File: config.mk
export PLATFORM = sky130hd
export DESIGN_NAME = conv3x3_multi_ch
export DESIGN_NICKNAME = d
export VERILOG_FILES = /design/src/rtl/conv_pkg.sv /design/src/rtl/conv_mac9.sv /design/src/rtl/conv3x3_multi_ch.sv
export SDC_FILE = /design/constraint.sdc
export NUM_CORES = 2
export LEC_CHECK = 0
export ABC_AREA = 1
export BUFFER_PORTS_ARGS = -buffer_cell sky130_fd_sc_hd__buf_4
export CAP_MARGIN = 40
export CELL_PAD_IN_SITES_DETAIL_PLACEMENT = 1
export CELL_PAD_IN_SITES_GLOBAL_PLACEMENT = 1
export CORE_UTILIZATION = 50
export DETAILED_ROUTE_END_ITERATION = 10
export PLACE_DENSITY_LB_ADDON = 0.1
export SETUP_SLACK_MARGIN = 0.3
export SLEW_MARGIN = 5
export SYNTH_ARGS = -nofsm -noshare
export SYNTH_HDL_FRONTEND = slang
export SYNTH_HIERARCHICAL = 1
export SYNTH_SLANG_ARGS = --single-unit
export TNS_END_PERCENT = 30
File: constraint.sdc
create_clock -name clk -period 5.9 [get_ports clk]
set_clock_uncertainty 0.1 [all_clocks]
set_input_delay 0.59 -clock clk [delete_from_list [all_inputs] [get_ports clk]]
set_output_delay 0.59 -clock clk [all_outputs]
set_load 0.005 [all_outputs]
File: src/rtl/conv_pkg.sv
// Shared types, width helpers and fixed-point round/saturate helpers for the conv blocks.
package conv_pkg;

  typedef enum logic {CFG, RUN} state_t;

  localparam int DATA_W_DEF = 8;
  localparam int FRAC_DEF   = 4;
  localparam int CIN_DEF    = 3;

  function automatic int prod_w(input int dw);
    return 2 * dw;
  endfunction

  function automatic int sum_w(input int dw);
    return 2 * dw + 4;
  endfunction

  function automatic int acc_w(input int dw, input int cin);
    return 2 * dw + 4 + $clog2(cin + 1);
  endfunction

  localparam int PROD_W = prod_w(DATA_W_DEF);
  localparam int SUM_W  = sum_w(DATA_W_DEF);
  localparam int ACC_W  = acc_w(DATA_W_DEF, CIN_DEF);

  // Round half up, then drop the fractional bits (arithmetic shift floors negatives).
  function automatic logic signed [63:0] round_q(input logic signed [63:0] v, input int frac);
    return (v + (64'sd1 <<< (frac - 1))) >>> frac;
  endfunction

  function automatic logic signed [63:0] sat_q(input logic signed [63:0] v, input int dw);
    logic signed [63:0] hi;
    logic signed [63:0] lo;
    hi = (64'sd1 <<< (dw - 1)) - 64'sd1;
    lo = -(64'sd1 <<< (dw - 1));
    if (v > hi) return hi;
    if (v < lo) return lo;
    return v;
  endfunction

endpackage

File: src/rtl/conv_mac9.sv
// Nine signed multipliers (S1) feeding a registered adder tree (S2); channel tags ride along.
module conv_mac9
  import conv_pkg::*;
#(
  parameter int DATA_W = DATA_W_DEF
) (
  input  logic                             clk,
  input  logic                             rst,
  input  logic                             en,
  input  logic                             in_fire,
  input  logic                             in_first,
  input  logic                             in_last,
  input  logic signed [DATA_W-1:0]         taps [9],
  input  logic signed [DATA_W-1:0]         wts  [9],
  output logic                             busy,
  output logic                             sum_valid,
  output logic                             sum_first,
  output logic                             sum_last,
  output logic signed [sum_w(DATA_W)-1:0]  sum
);

  localparam int PW = prod_w(DATA_W);
  localparam int SW = sum_w(DATA_W);

  logic signed [PW-1:0] prod [9];
  logic                 v1, f1, l1;
  logic signed [SW-1:0] tree;

  always_ff @(posedge clk) begin
    if (rst) begin
      v1 <= 1'b0;
      f1 <= 1'b0;
      l1 <= 1'b0;
      for (int k = 0; k < 9; k++) prod[k] <= '0;
    end else if (en) begin
      v1 <= in_fire;
      f1 <= in_first;
      l1 <= in_last;
      for (int k = 0; k < 9; k++) prod[k] <= PW'(taps[k]) * PW'(wts[k]);
    end
  end

  always_comb begin
    tree = '0;
    for (int k = 0; k < 9; k++) tree = tree + SW'(prod[k]);
  end

  always_ff @(posedge clk) begin
    if (rst) begin
      sum_valid <= 1'b0;
      sum_first <= 1'b0;
      sum_last  <= 1'b0;
      sum       <= '0;
    end else if (en) begin
      sum_valid <= v1;
      sum_first <= f1;
      sum_last  <= l1;
      sum       <= tree;
    end
  end

  assign busy = v1 || sum_valid;

endmodule

File: src/rtl/conv3x3_multi_ch.sv
// Channel-serial 3x3 convolution with runtime weights/bias, rounding and saturation.
// Optional macro CONV_RELU_EN clamps negative results to zero.
module conv3x3_multi_ch
  import conv_pkg::*;
#(
  parameter int DATA_W = DATA_W_DEF,
  parameter int FRAC   = FRAC_DEF,
  parameter int CIN    = CIN_DEF
) (
  input  logic                               clk,
  input  logic                               rst,
  input  logic                               cfg_we,
  input  logic [$clog2(9*CIN+1)-1:0]         cfg_addr,
  input  logic signed [DATA_W-1:0]           cfg_wdata,
  input  logic                               cfg_go,
  input  logic                               cfg_stop,
  output logic                               running,
  input  logic                               in_valid,
  output logic                               in_ready,
  input  logic signed [DATA_W-1:0]           p00, p01, p02,
  input  logic signed [DATA_W-1:0]           p10, p11, p12,
  input  logic signed [DATA_W-1:0]           p20, p21, p22,
  output logic                               out_valid,
  input  logic                               out_ready,
  output logic signed [DATA_W-1:0]           out_data
);

  localparam int AW  = $clog2(9 * CIN + 1);
  localparam int CW  = (CIN > 1) ? $clog2(CIN) : 1;
  localparam int SW  = sum_w(DATA_W);
  localparam int ACW = acc_w(DATA_W, CIN);
  localparam logic [AW-1:0] BIAS_ADDR = AW'(9 * CIN);
  localparam logic [CW-1:0] LAST_CH   = CW'(CIN - 1);

  state_t                   state, state_nx;
  logic signed [DATA_W-1:0] w_rf [CIN][9];
  logic signed [DATA_W-1:0] bias;
  logic signed [DATA_W-1:0] ch_w [9];
  logic signed [DATA_W-1:0] taps [9];
  logic [CW-1:0]            ch_cnt;
  logic                     stop_pend, stall, accept, mac_busy;
  logic                     s2_valid, s2_first, s2_last;
  logic signed [SW-1:0]     s2_sum;
  logic                     s3_valid, s3_last;
  logic signed [ACW-1:0]    acc;
  logic                     s4_valid;
  logic signed [DATA_W-1:0] s4_data, res;

  assign stall  = out_valid && !out_ready;
  assign accept = in_valid && in_ready;

  always_comb begin
    state_nx = state;
    in_ready = 1'b0;
    running  = 1'b0;
    case (state)
      CFG: if (cfg_go) state_nx = RUN;
      RUN: begin
        running  = 1'b1;
        in_ready = !stall && !(stop_pend && ch_cnt == '0);
        if (stop_pend && ch_cnt == '0 && !mac_busy && !s3_valid && !s4_valid && !out_valid)
          state_nx = CFG;
      end
    endcase
  end

  always_ff @(posedge clk) begin
    if (rst) begin
      state     <= CFG;
      stop_pend <= 1'b0;
      ch_cnt    <= '0;
    end else begin
      state <= state_nx;
      if (state == RUN && state_nx == CFG) stop_pend <= 1'b0;
      else if (state == RUN && cfg_stop)   stop_pend <= 1'b1;
      if (accept) ch_cnt <= (ch_cnt == LAST_CH) ? '0 : ch_cnt + 1'b1;
    end
  end

  // Weights and bias only change in CFG, so the pipeline can read them freely in RUN.
  always_ff @(posedge clk) begin
    if (rst) begin
      for (int c = 0; c < CIN; c++)
        for (int k = 0; k < 9; k++) w_rf[c][k] <= '0;
      bias <= '0;
    end else if (state == CFG && cfg_we) begin
      for (int c = 0; c < CIN; c++)
        for (int k = 0; k < 9; k++)
          if (cfg_addr == AW'(c * 9 + k)) w_rf[c][k] <= cfg_wdata;
      if (cfg_addr == BIAS_ADDR) bias <= cfg_wdata;
    end
  end

  always_comb begin
    for (int k = 0; k < 9; k++) ch_w[k] = w_rf[ch_cnt][k];
    taps[0] = p00; taps[1] = p01; taps[2] = p02;
    taps[3] = p10; taps[4] = p11; taps[5] = p12;
    taps[6] = p20; taps[7] = p21; taps[8] = p22;
  end

  conv_mac9 #(.DATA_W(DATA_W)) u_mac (
    .clk       (clk),
    .rst       (rst),
    .en        (!stall),
    .in_fire   (accept),
    .in_first  (ch_cnt == '0),
    .in_last   (ch_cnt == LAST_CH),
    .taps      (taps),
    .wts       (ch_w),
    .busy      (mac_busy),
    .sum_valid (s2_valid),
    .sum_first (s2_first),
    .sum_last  (s2_last),
    .sum       (s2_sum)
  );

  always_comb begin
    logic signed [63:0] r;
    r = sat_q(round_q(64'(acc), FRAC), DATA_W);
`ifdef CONV_RELU_EN
    if (r < 0) r = '0;
`endif
    res = DATA_W'(r);
  end

  always_ff @(posedge clk) begin
    if (rst) begin
      s3_valid  <= 1'b0;
      s3_last   <= 1'b0;
      acc       <= '0;
      s4_valid  <= 1'b0;
      s4_data   <= '0;
      out_valid <= 1'b0;
      out_data  <= '0;
    end else if (!stall) begin
      s3_valid <= s2_valid;
      s3_last  <= s2_last;
      if (s2_valid) acc <= (s2_first ? (ACW'(bias) <<< FRAC) : acc) + ACW'(s2_sum);
      s4_valid <= s3_valid && s3_last;
      if (s3_valid && s3_last) s4_data <= res;
      out_valid <= s4_valid;
      if (s4_valid) out_data <= s4_data;
    end
  end

endmodule
==> Word-level counts from Yosys, hierarchy flattened <==
Memory sizes are Yosys's and may differ from the RTL's. A register that Yosys moved wholly into a read port is not among the register bits.
Index checks and enable logic that the tools add are counted.
W data, S select, Z words.
{ "classes": {"n_addsub": 11, "n_mul": 9, "n_div": 0, "order_cmp": 2, "eq_ne": 28, "shifts": 0, "n_mux": 165, "bitwise": 39, "n_reduce_logical": 27} }
{ "ops": {"columns": ["op", "count"], "rows": [
  ["$mux W8", 31],
  ["$mul A8 B8 Y16", 9],
  ["$mux W16", 9],
  ["$add A20 B16 Y20", 6],
  ["$mux W1", 120],
  ["$eq A5 B5 Y1 const B", 12],
  ["$eq A5 B4 Y1 const B", 8],
  ["$or A1 B1 Y1", 36],
  ["$add A22 B5 Y23 const B", 1],
  ["$add A22 B20 Y22", 1],
  ["$mux W22", 1],
  ["$eq A5 B3 Y1 const B", 4],
  ["$gt A19 B8 Y1 const B", 1],
  ["$lt A19 B8 Y1 const B", 1],
  ["$add A17 B16 Y18", 1],
  ["$add A16 B16 Y17", 1],
  ["$logic_and A1 B1 Y1", 12],
  ["$eq A5 B2 Y1 const B", 2],
  ["$reduce_and A2 Y1", 4],
  ["$logic_not A1 Y1", 7],
  ["$mux W2", 3],
  ["$eq A5 B1 Y1 const B", 1],
  ["$logic_not A5 Y1", 1],
  ["$not A1 Y1", 3],
  ["other kinds (6)", 6]
]} }
{ "word_totals": {"ff_bits": 80, "latch_bits": 0, "mem_bits_rw": 360, "mem_bits_ro": 0, "output_inout_bits": 11, "elab_cells": 301, "memories": 2} }
{ "mem_list": {"columns": ["memory", "depth", "width", "rd", "rd_ports_with_merged_regs", "wr", "line_no", "text"], "rows": [
  ["w_rf", 3, 72, 1, 1, 3, "conv3x3_multi_ch.sv:36", "logic signed [DATA_W-1:0] w_rf [CIN][9];"],
  ["u_mac.prod", 9, 16, 9, 0, 9, "conv_mac9.sv:25", "logic signed [PW-1:0] prod [9];"]
]} }

==> Depth between registers and ports, before layout <==
{ "depth": {"ltp_word": 11, "depth_mapped": 27, "ltp_nobuf": 24} }

==> Hierarchy <==
Netlist, hierarchy kept.
{ "modules_own_cells": {"columns": ["mod", "n_inst", "cells_per_inst", "area_per_inst_um2", "seq_area_each_um2"], "rows": [
  ["conv_mac9", 1, 4218, 33530.9, 4844.6],
  ["conv3x3_multi_ch", 1, 1523, 13225.2, 7607.3]
]} }

==> Least setup slack after synthesis <==
OpenSTA, ideal clock, no wires.
{ "synth_path": {"path_kind": "reg2reg", "start": "register (tool-made name)", "end": "memory u_mac/prod[1][15] (netlist name) (data pin)", "arrival_time_ns": 4.600, "slack_ns": 0.945, "path_stages_with_launch": 23, "synth_period_minus_slack_ns": 4.955, "cell_sequence": "dfxtp_1 -> clkbuf_1 -> clkbuf_1 -> a21oi_1 -> a21oi_1 -> inv_1 -> or2_2 -> fa_1 -> inv_1 -> fa_1 -> inv_1 -> fa_1 -> inv_1 -> fa_1 -> ha_1 -> inv_1 -> o21ai_0 -> a21boi_0 -> nand2_1 -> nor2_1 -> nand3_1 -> nand2_1 -> nor2_1"} }
{ "synth_lines": {"columns": ["element", "line_no"], "rows": [
  ["to (decl)", "conv_mac9.sv:25"]
]} }

==> impl_metrics.env <==
export IMPL_routed_wl_mm=142.1
export IMPL_synth_nets=6747
export IMPL_clkTransAtPathRegs_ns=0.06
export IMPL_cts_root_buf="clkbuf_16"
export IMPL_die_w_um=307.8
export IMPL_max_freq_mhz=185.9
export IMPL_drtIter0Drc=2070
export IMPL_design_core_area_sq_um=92080
export IMPL_relSlewSlack=0.3930
export IMPL_grt_pass1_wl_mm=223.7
export IMPL_synthArstFlopShare=0
export IMPL_holdCritPathClass="input port to flop"
export IMPL_io_pins=103
export IMPL_drive_above_1_share=0.06220
export IMPL_synth_top_family_by_area="adder cells"
export IMPL_clk_latency_ns=0.62
export IMPL_crit_required_ns=6.14
export IMPL_grt_pass1_vias=41050
export IMPL_setup_tns_ns=0
export IMPL_synth_xor_xnor_area_share=0.01274
export IMPL_synth_seq_cells=442
export IMPL_ys_types=50
export IMPL_worstSetupEndpointType="flop"
export IMPL_status="complete, no violations"
export IMPL_clock_sinks=442
export IMPL_nets=6790
export IMPL_crit_family="adder cells"
export IMPL_synth_adder_area_share=0.3427
export IMPL_gp_congestion=0.9177
export IMPL_critPathSlowestCell="fa_1"
export IMPL_ant_nets=0
export IMPL_dp_hpwl_mm=114.6
export IMPL_avgSynthCellArea_sq_um=8.144
export IMPL_whs_ns=0.1355
export IMPL_min_period_ns=5.380
export IMPL_yosysMostFrequentCell="inv_1"
export IMPL_synth_simple_gate_area_frac=0.1712
export IMPL_wl_per_cell_um=20.12
export IMPL_path_buf_inv=8
export IMPL_fp_row_count=111
export IMPL_fillers=11230
export IMPL_synth_flop_cell="edfxtp_1"
export IMPL_initial_core_util=0.5078
export IMPL_synthMuxAreaShare=0
export IMPL_numCtsBuffers=50
export IMPL_worstPathCellList="inv_4, buf_12, buf_12, nor2_1, a21oi_1, buf_4, nand2_1, inv_1, fa_1, inv_1, fa_1, inv_1, fa_1, fa_1, ha_1, inv_1, nor3_1, nand3_1, nand4_1, nand2_1, nand2_1, nor2_1"
export IMPL_grt_max_degree=73
export IMPL_yosys_warnings=6
export IMPL_period_share=0.9118
export IMPL_clockBufferDepth=3
export IMPL_finalSetupViolations=0
export IMPL_antenna_found_initial=1
export IMPL_finalMaxSlewViolations=0
export IMPL_portBuffers=102
export IMPL_ys_seq_area_frac=0.2663
export IMPL_synthTopCellsByCount="1456 x inv_1, 1088 x nand2_1, 641 x nor2_1, 611 x fa_1, 360 x edfxtp_1"
export IMPL_cts_htree_levels=2
export IMPL_synth_area_leaders="fa_1 26%, edfxtp_1 23%, inv_1 12%"
export IMPL_hp_start="cfg_go"
export IMPL_min_path_cells=3
export IMPL_ff2ff_path_depth=22
export IMPL_cp_max_fo=19
export IMPL_worstSetupStartpointType="flop"
export IMPL_die_y_um=307.8
export IMPL_syn_area_sq_um=46760
export IMPL_synth_top_area_frac=0.2616
export IMPL_num_vias=37230
export IMPL_utilization=0.5519
export IMPL_synthToLayoutAreaGrowth_pct=8.694
export IMPL_critical_path_max_stage_delay_ns=0.75
export IMPL_syn_inst=5741
export IMPL_grt_usage=0.3069
export IMPL_synth_edf_count=360
export IMPL_die_area_sq_um=94740
export IMPL_worst_slew_pin_slew_ns=0.9092
export IMPL_first_pass_iters=5
export IMPL_hold_buffers=0
export IMPL_yosysTopAreaCell="fa_1"
export IMPL_via_per_inst=5.271
export IMPL_cts_tree="built"
export IMPL_critPathKind="flop to flop"
export IMPL_worstPathArrival_ns=5.62
export IMPL_ff2ff_setup_slack_ns=0.52
export IMPL_path_depth=22
export IMPL_rsz0062_at_grt="true"
export IMPL_antenna_cells=0
export IMPL_gr_total_overflow=0
export IMPL_synth_compound_area_share=0.07105
export IMPL_drc=0
export IMPL_finalHoldViolations=0
export IMPL_cap_violations=0
## kinds of logic (layout without fill, tap and decap cells)
kind of cell	Yosys count	after routing
fa+ha+maj	914	914
compound gates	625	625
flops	442	442
buf+inv	1688	1767
simple gates	2004	2004
xor+xnor	68	68
## cells in the final DEF (no fill, tap or decap), drive strengths merged, types with 155 or more instances in the layout
cell type and n:
a21oi 358, buf 210, edfxtp 360, fa 611, ha 303, inv 1467, nand2 1100, nand3 155
nor2 650, o21ai 214
## through the flow
step           area [sq um]  instances  worst slack [ns]
2_1_floorplan         46760       5741            0.9449
3_3_place_gp          49020       6963            0.4433
3_5_place_dp          49180       6974            0.3436
4_1_cts               50760       7062            0.2935
5_1_grt               50820       7063            0.2607
6_report              50820       7063            0.5205
## layout make-up
type	count	area (sq um)	area share
Multi-Input combinational cell	3611	27970	0.5503
Timing Repair Buffer	211	1747	0.03437
Clock buffer	62	1336	0.02629
Sequential cell	442	12450	0.2451
Tap cell	1243	1555	0.03060
Clock inverter	26	237.7	0.004678
Inverter	1468	5523	0.1087
## worst paths after layout
kind / endpoint
hold / removal: state
setup reg to reg: u_mac/prod[4][14]
hold reg to reg: acc[2]
setup / recovery: u_mac/prod[4][14]
## tightest hold or removal path: stages
cell    delay, ns
buf_4        0.08
nor2_1       0.03
nor2_1       0.08
## sequential cells by signal (all words and copies together), names as in the netlist, 2 cells and up, named ones only
name and flops:
out_data 8, ch_cnt 2, w_rf 216, s4_data 8
acc 22, u_mac/prod 144, u_mac/sum 20, bias 8
## repair_timing
item	CTS	global route
setup buffers	0	0
gates cloned	0	1
resized for setup	1	12
setup endpoints to repair	2	48
## per-layer routing
metal | part of all wire | wire length [um] | global-route usage | vias to the layer above
li1 | - | - | - | 17310
met1 | 0.41 | 57950 | 0.3746 | 18860
met2 | 0.51 | 72450 | 0.5570 | 813
met3 | 0.035 | 5031 | 0.02416 | 243
met4 | 0.047 | 6664 | 0.1266 | 2
met5 | 0.000091 | 13 | 0 | -
Power is not shown: default switching activity piles up to over one toggle a cycle in this logic, so the estimate is an artifact.
